[src/rtl/dipsw_debounce_pkg.sv]
// Shared constants and helpers for the DE1-SoC slide-switch debouncer.
package dipsw_debounce_pkg;

    localparam int DEF_WIDTH        = 10;
    localparam int DEF_TICK_DIV     = 50000;
    localparam int DEF_STABLE_TICKS = 10;

    // Width of a counter that must hold values 0..stableTicks; never narrower than one bit.
    function automatic int cntWidth(input int stableTicks);
        return (stableTicks < 1) ? 1 : $clog2(stableTicks + 1);
    endfunction

endpackage

[src/rtl/dipsw_debounce_cell.sv]
// One debounced switch bit: follows its synchronised input only after
// STABLE_TICKS consecutive sample ticks of disagreement.
module debounce_cell
    import dipsw_debounce_pkg::*;
#(
    parameter int   STABLE_TICKS = DEF_STABLE_TICKS,
    parameter logic RESET_VAL    = 1'b0
) (
    input  logic clk,
    input  logic reset_n,
    input  logic tick,
    input  logic din,
    output logic dout,
    output logic change
);

    localparam int CW = cntWidth(STABLE_TICKS);

    logic [CW-1:0] cnt_q;
    logic [CW-1:0] cnt_d;
    logic          dout_q;
    logic          dout_d;
    logic          change_q;
    logic          change_d;

    // Any return to agreement aborts a pending change; otherwise count ticks until the last one commits.
    always_comb begin
        cnt_d    = cnt_q;
        dout_d   = dout_q;
        change_d = 1'b0;
        if (din == dout_q) begin
            cnt_d = '0;
        end else if (tick) begin
            if (cnt_q == CW'(STABLE_TICKS - 1)) begin
                dout_d   = din;
                cnt_d    = '0;
                change_d = 1'b1;
            end else begin
                cnt_d = cnt_q + CW'(1);
            end
        end
    end

    // Filter state; reset returns to the idle value without producing a strobe.
    always_ff @(posedge clk or negedge reset_n) begin
        if (!reset_n) begin
            cnt_q    <= '0;
            dout_q   <= RESET_VAL;
            change_q <= 1'b0;
        end else begin
            cnt_q    <= cnt_d;
            dout_q   <= dout_d;
            change_q <= change_d;
        end
    end

    assign dout   = dout_q;
    assign change = change_q;

endmodule

[src/rtl/dipsw_debounce.sv]
// Synchroniser, shared sample-tick prescaler and per-bit debounce cells for
// the slide switches feeding the DIP-switch PIO.
module dipsw_debounce
    import dipsw_debounce_pkg::*;
#(
    parameter int               WIDTH        = DEF_WIDTH,
    parameter int               TICK_DIV     = DEF_TICK_DIV,
    parameter int               STABLE_TICKS = DEF_STABLE_TICKS,
    parameter logic [WIDTH-1:0] RESET_VAL    = '0
) (
    input  logic             clk,
    input  logic             reset_n,
    input  logic [WIDTH-1:0] raw_in,
    output logic [WIDTH-1:0] debounced_out,
    output logic [WIDTH-1:0] change_pulse,
    output logic             any_change
);

    localparam int PW = (TICK_DIV > 1) ? $clog2(TICK_DIV) : 1;

    logic [WIDTH-1:0] sync1_q;
    logic [WIDTH-1:0] sync2_q;
    logic [PW-1:0]    prescaler_q;
    logic [PW-1:0]    prescaler_d;
    logic             tick;

    // Two-flop synchroniser for the asynchronous switch pins.
    always_ff @(posedge clk or negedge reset_n) begin
        if (!reset_n) begin
            sync1_q <= RESET_VAL;
            sync2_q <= RESET_VAL;
        end else begin
            sync1_q <= raw_in;
            sync2_q <= sync1_q;
        end
    end

    // Free-running prescaler wrapping at TICK_DIV-1; input activity never restarts it.
    always_comb begin
        tick        = (prescaler_q == PW'(TICK_DIV - 1));
        prescaler_d = tick ? '0 : prescaler_q + PW'(1);
    end

    // Prescaler register.
    always_ff @(posedge clk or negedge reset_n) begin
        if (!reset_n) begin
            prescaler_q <= '0;
        end else begin
            prescaler_q <= prescaler_d;
        end
    end

    for (genvar i = 0; i < WIDTH; i++) begin : g_cell
        debounce_cell #(
            .STABLE_TICKS(STABLE_TICKS),
            .RESET_VAL   (RESET_VAL[i])
        ) u_cell (
            .clk    (clk),
            .reset_n(reset_n),
            .tick   (tick),
            .din    (sync2_q[i]),
            .dout   (debounced_out[i]),
            .change (change_pulse[i])
        );
    end

    // The per-bit strobes are already flops, so their OR carries the same timing.
    assign any_change = |change_pulse;

endmodule

[config.mk]
export PLATFORM = sky130hd
export DESIGN_NAME = dipsw_debounce
export DESIGN_NICKNAME = d
export VERILOG_FILES = /design/src/rtl/dipsw_debounce_pkg.sv /design/src/rtl/dipsw_debounce_cell.sv /design/src/rtl/dipsw_debounce.sv
export SDC_FILE = /design/constraint.sdc
export NUM_CORES = 1
export LEC_CHECK = 0
export CAP_MARGIN = 30
export CORE_AREA = 2 2 91 93
export CTS_CLUSTER_DIAMETER = 30
export DETAILED_ROUTE_END_ITERATION = 16
export DIE_AREA = 0 0 93 95
export HOLD_SLACK_MARGIN = 0.06
export PLACE_DENSITY = 0.77
export SYNTH_ARGS = -nofsm -noshare
export SYNTH_HDL_FRONTEND = slang
export SYNTH_SLANG_ARGS = --single-unit
[constraint.sdc]
create_clock -name clk -period 3.2 [get_ports clk]
set_input_delay 0.96 -clock clk [delete_from_list [all_inputs] [get_ports clk]]
set_output_delay 0.96 -clock clk [all_outputs]
set_load 0.05 [all_outputs]
==> results of run 1 <==
[cell usage after synthesis (4+ instances only)]
library cell,n
a21oi_1,30
dfrtp_1,96
inv_1,22
xor2_1,7
nor3_1,8
ha_1,21
a41oi_1,6
nor4_1,5
o21ai_0,15
a311oi_1,6
nor2_1,28
buf_4,20
nand3b_1,15
nand4_1,4
a31oi_1,4
nand4b_1,6
clkbuf_1,8
or4b_1,4
nand2_1,46
nand3_1,18
or4_1,5
mux2_2,9
xnor2_1,15
or3_1,11
[sequential cells by signal, summed over array words and instances, names as in the netlist]
| register | flops |
|---|---|
| sync1_q | 10 |
| g_cell.u_cell.change | 10 |
| g_cell.u_cell.dout | 10 |
| prescaler_q | 16 |
| g_cell.u_cell.cnt_q | 40 |
| sync2_q | 10 |
[routing by layer]
layer,vias up,part of all wire [%]
met2,51,50
li1,1503,-
met3,8,3.2
met1,1519,46
met5,-,0
met4,0,1.1
[power groups by stage]
stage	Clock, mW	Combinational (mW)	Sequential (mW)
after floorplan	0	0.0107	1.25
after global placement	0	0.0542	1.25
after detailed placement	0	0.0554	1.26
after CTS	0.882	0.0555	1.23
after global routing	0.924	0.0609	1.23
final	0.851	0.0532	1.23
[cells by family after synthesis]
logic type,after synthesis,synth area share (%)
simple gates,161,19.5
mux,11,2.70
fa+ha+maj,21,5.85
xor+xnor,22,4.29
flops,96,53.5
compound gates,61,7.91
buf+inv,52,6.21
[placed cells by master, fill, tap and decap left out, types with 6 or more instances in the layout]
master,synthesis,routed
ha_1,21,21
a311oi_1,6,6
xnor2_1,15,15
nand2_1,46,46
nor2_1,28,28
nand3b_1,15,15
nand3_1,18,18
a21oi_1,30,30
clkdlybuf4s50_1,0,31
mux2_2,9,9
nand4b_1,6,6
dfrtp_1,96,96
clkbuf_8,0,10
nor3_1,8,8
inv_1,22,22
or3_1,11,11
xor2_1,7,7
o21ai_0,15,15
a41oi_1,6,6
[final timing paths]
check,from,endpoint,slack (ns)
setup / recovery,g_cell[2].u_cell.change$_DFF_PN0_,any_change,0.29
hold / removal,sync1_q[5]$_DFF_PN0_,sync2_q[5]$_DFF_PN0_,0.35
setup reg to reg,prescaler_q[12]$_DFF_PN0_,g_cell[9].u_cell.cnt_q[3]$_DFFE_PN0P_,0.49
hold reg to reg,sync1_q[5]$_DFF_PN0_,sync2_q[5]$_DFF_PN0_,0.35
max in group asynchronous,reset_n,g_cell[4].u_cell.cnt_q[0]$_DFFE_PN0P_,2.02
min in group asynchronous,reset_n,g_cell[9].u_cell.cnt_q[2]$_DFFE_PN0P_,0.54
[final cells by class]
type                       count  area [um^2]  share of cell area [%]
clock buffer                  13          149                    2.97
inverter                      22         82.6                    1.65
clock inverter                 3         65.1                    1.30
tap                          105          131                    2.62
multi-input combinational    276         1820                    36.2
timing repair buffer          37          368                    7.34
sequential                    96         2400                    47.9
==> impl_metrics.toml, run 1 <==
[outcome]
status = "finished clean"

[floorplanning]
fp.dieH_um = 95
initial_core_util_pct = 56.6
core_um2 = 7930
rows = 33
ios = 33
die-area_um2 = 8840
dieWidth_um = 93

[worst_setup_path]
critPathLaunchType = "flop"
critPathKind = "flop to primary output"
cp_max_fo = 2
end_kind = "primary output"
max_stage_delay_ns = 0.71
worst-path-buf-inv = 1
crit_family = "buffers and inverters"
worst-path-stages = 3
cp.arrival_ns = 1.95
slowest_stage = "clkdlybuf4s50_1"
cp_cell_sequence = "nor4_1 > nand3_1 > clkdlybuf4s50_1"
rr_worst_depth = 4
cp_data_required_time_ns = 2.24

[detailed_routing]
wire_per_inst_um = 14.7
vias = 3081
drc = 0
wl_um = 8090
drt_iter0_markers = 178
viasPerCell = 5.58
first_pass_iters = 5
ant_nets = 0

[sta]
max_slew_margin_pct = 58.3
finalHoldViolCount = 0
rsz0062_at_grt = "false"
period_share_pct = 90.9
setup_tns_ns = 0
finalWorstSetupSlack_ns = 0.291
finalMaxSlewViolations = 0
fin_hold_ws_ns = 0.352
fin_crit_ns = 2.91
worst_pin_slew_ns = 0.625
clock-skew-final_ns = 0.00499
fmax_mhz = 344
setup-violations-final = 0

[synth]
ys_types = 36
synthCells = 424
synth_seq_cells = 96
syn_avg_cell_area_um2 = 10.6
synthesis.nets = 457
yosysSeqAreaShare_pct = 53.5
yosys_warnings = 0
synth_top_area_cell = "dfrtp_1"
synthArstFlopShare_pct = 100
synth_top_area_share_pct = 53.5
ys.flop_type = "dfrtp_1"
netlist_area_um2 = 4490
synth-edff-count = 0
netlist_top_cells_area = "dfrtp_1 (53%), ha_1 (5.9%), nand2_1 (3.8%), a21oi_1 (3.3%), buf_4 (3.3%)"

[power]
combPwrFrac_pct = 2.5
peakVddDrop_uv = 253
p_per_area_nw_per_um2 = 426
pwr-share-clk_pct = 39.9
p_sw_mw = 0.429
seqPwrFrac_pct = 57.6
power.leakage_nw = 2.12
p_sw_share_pct = 20.1
intPower_mw = 1.71
power_mw = 2.13

[place]
dp_hpwl_um = 5480
gp_congestion = 0.884
dpl_cell_area_um2 = 4800
port_buffers = 32
dp.cells = 536
pre_cts_ws_ns = 0.512

[grt]
grt_use_met2_pct = 33.8
grt-busiest-layer = "met2"
grt_pass1_wl_um = 13900
track_usage_pct = 20.2
grt_use_met1_pct = 26.2
grt-ovfl-total = 0
met3_usage_pct = 4.87
first_global_vias = 3005
antenna_found_initial = 0
grt_max_degree = 68

[finish]
n_antenna_cell = 0
finalNonFillerCells = 552
area_delta_synth_final_pct = 11.6
final_util_pct = 63.2
fillCellCount = 653
design_area_um2 = 5010
drive_above_1_share_pct = 7.61
nets = 475

[worst_hold_path]
whs_path_depth = 0
hp-class = "flop to flop"

[clock_tree]
clkLatencyLatePin_ns = 0.35
h-tree-depth = 3
clkTransAtPathRegs_ns = 0.09
clk_path_buf_depth = 2
cts_tree = "yes"
cts.sinks = 96
hold_buffers = 0
clockRootBuffer = "clkbuf_8"
cts_buffers = 9
cts_setup_buffers = 0
ctsResizeCount = 0

[job]
max_cap_viol_count = 0
Power figures use the tool's default switching activity.
==> inputs of run 2 (changes only) <==
--- a/config.mk
+++ b/config.mk
@@ -10,6 +10,7 @@
 export CTS_CLUSTER_DIAMETER = 30
 export DETAILED_ROUTE_END_ITERATION = 16
 export DIE_AREA = 0 0 93 95
+export GPL_ROUTABILITY_DRIVEN = 0
 export HOLD_SLACK_MARGIN = 0.06
 export PLACE_DENSITY = 0.77
 export SYNTH_ARGS = -nofsm -noshare
==> results of run 2 <==
No change in the layout: final DEF, timing and power equal those of run 1.
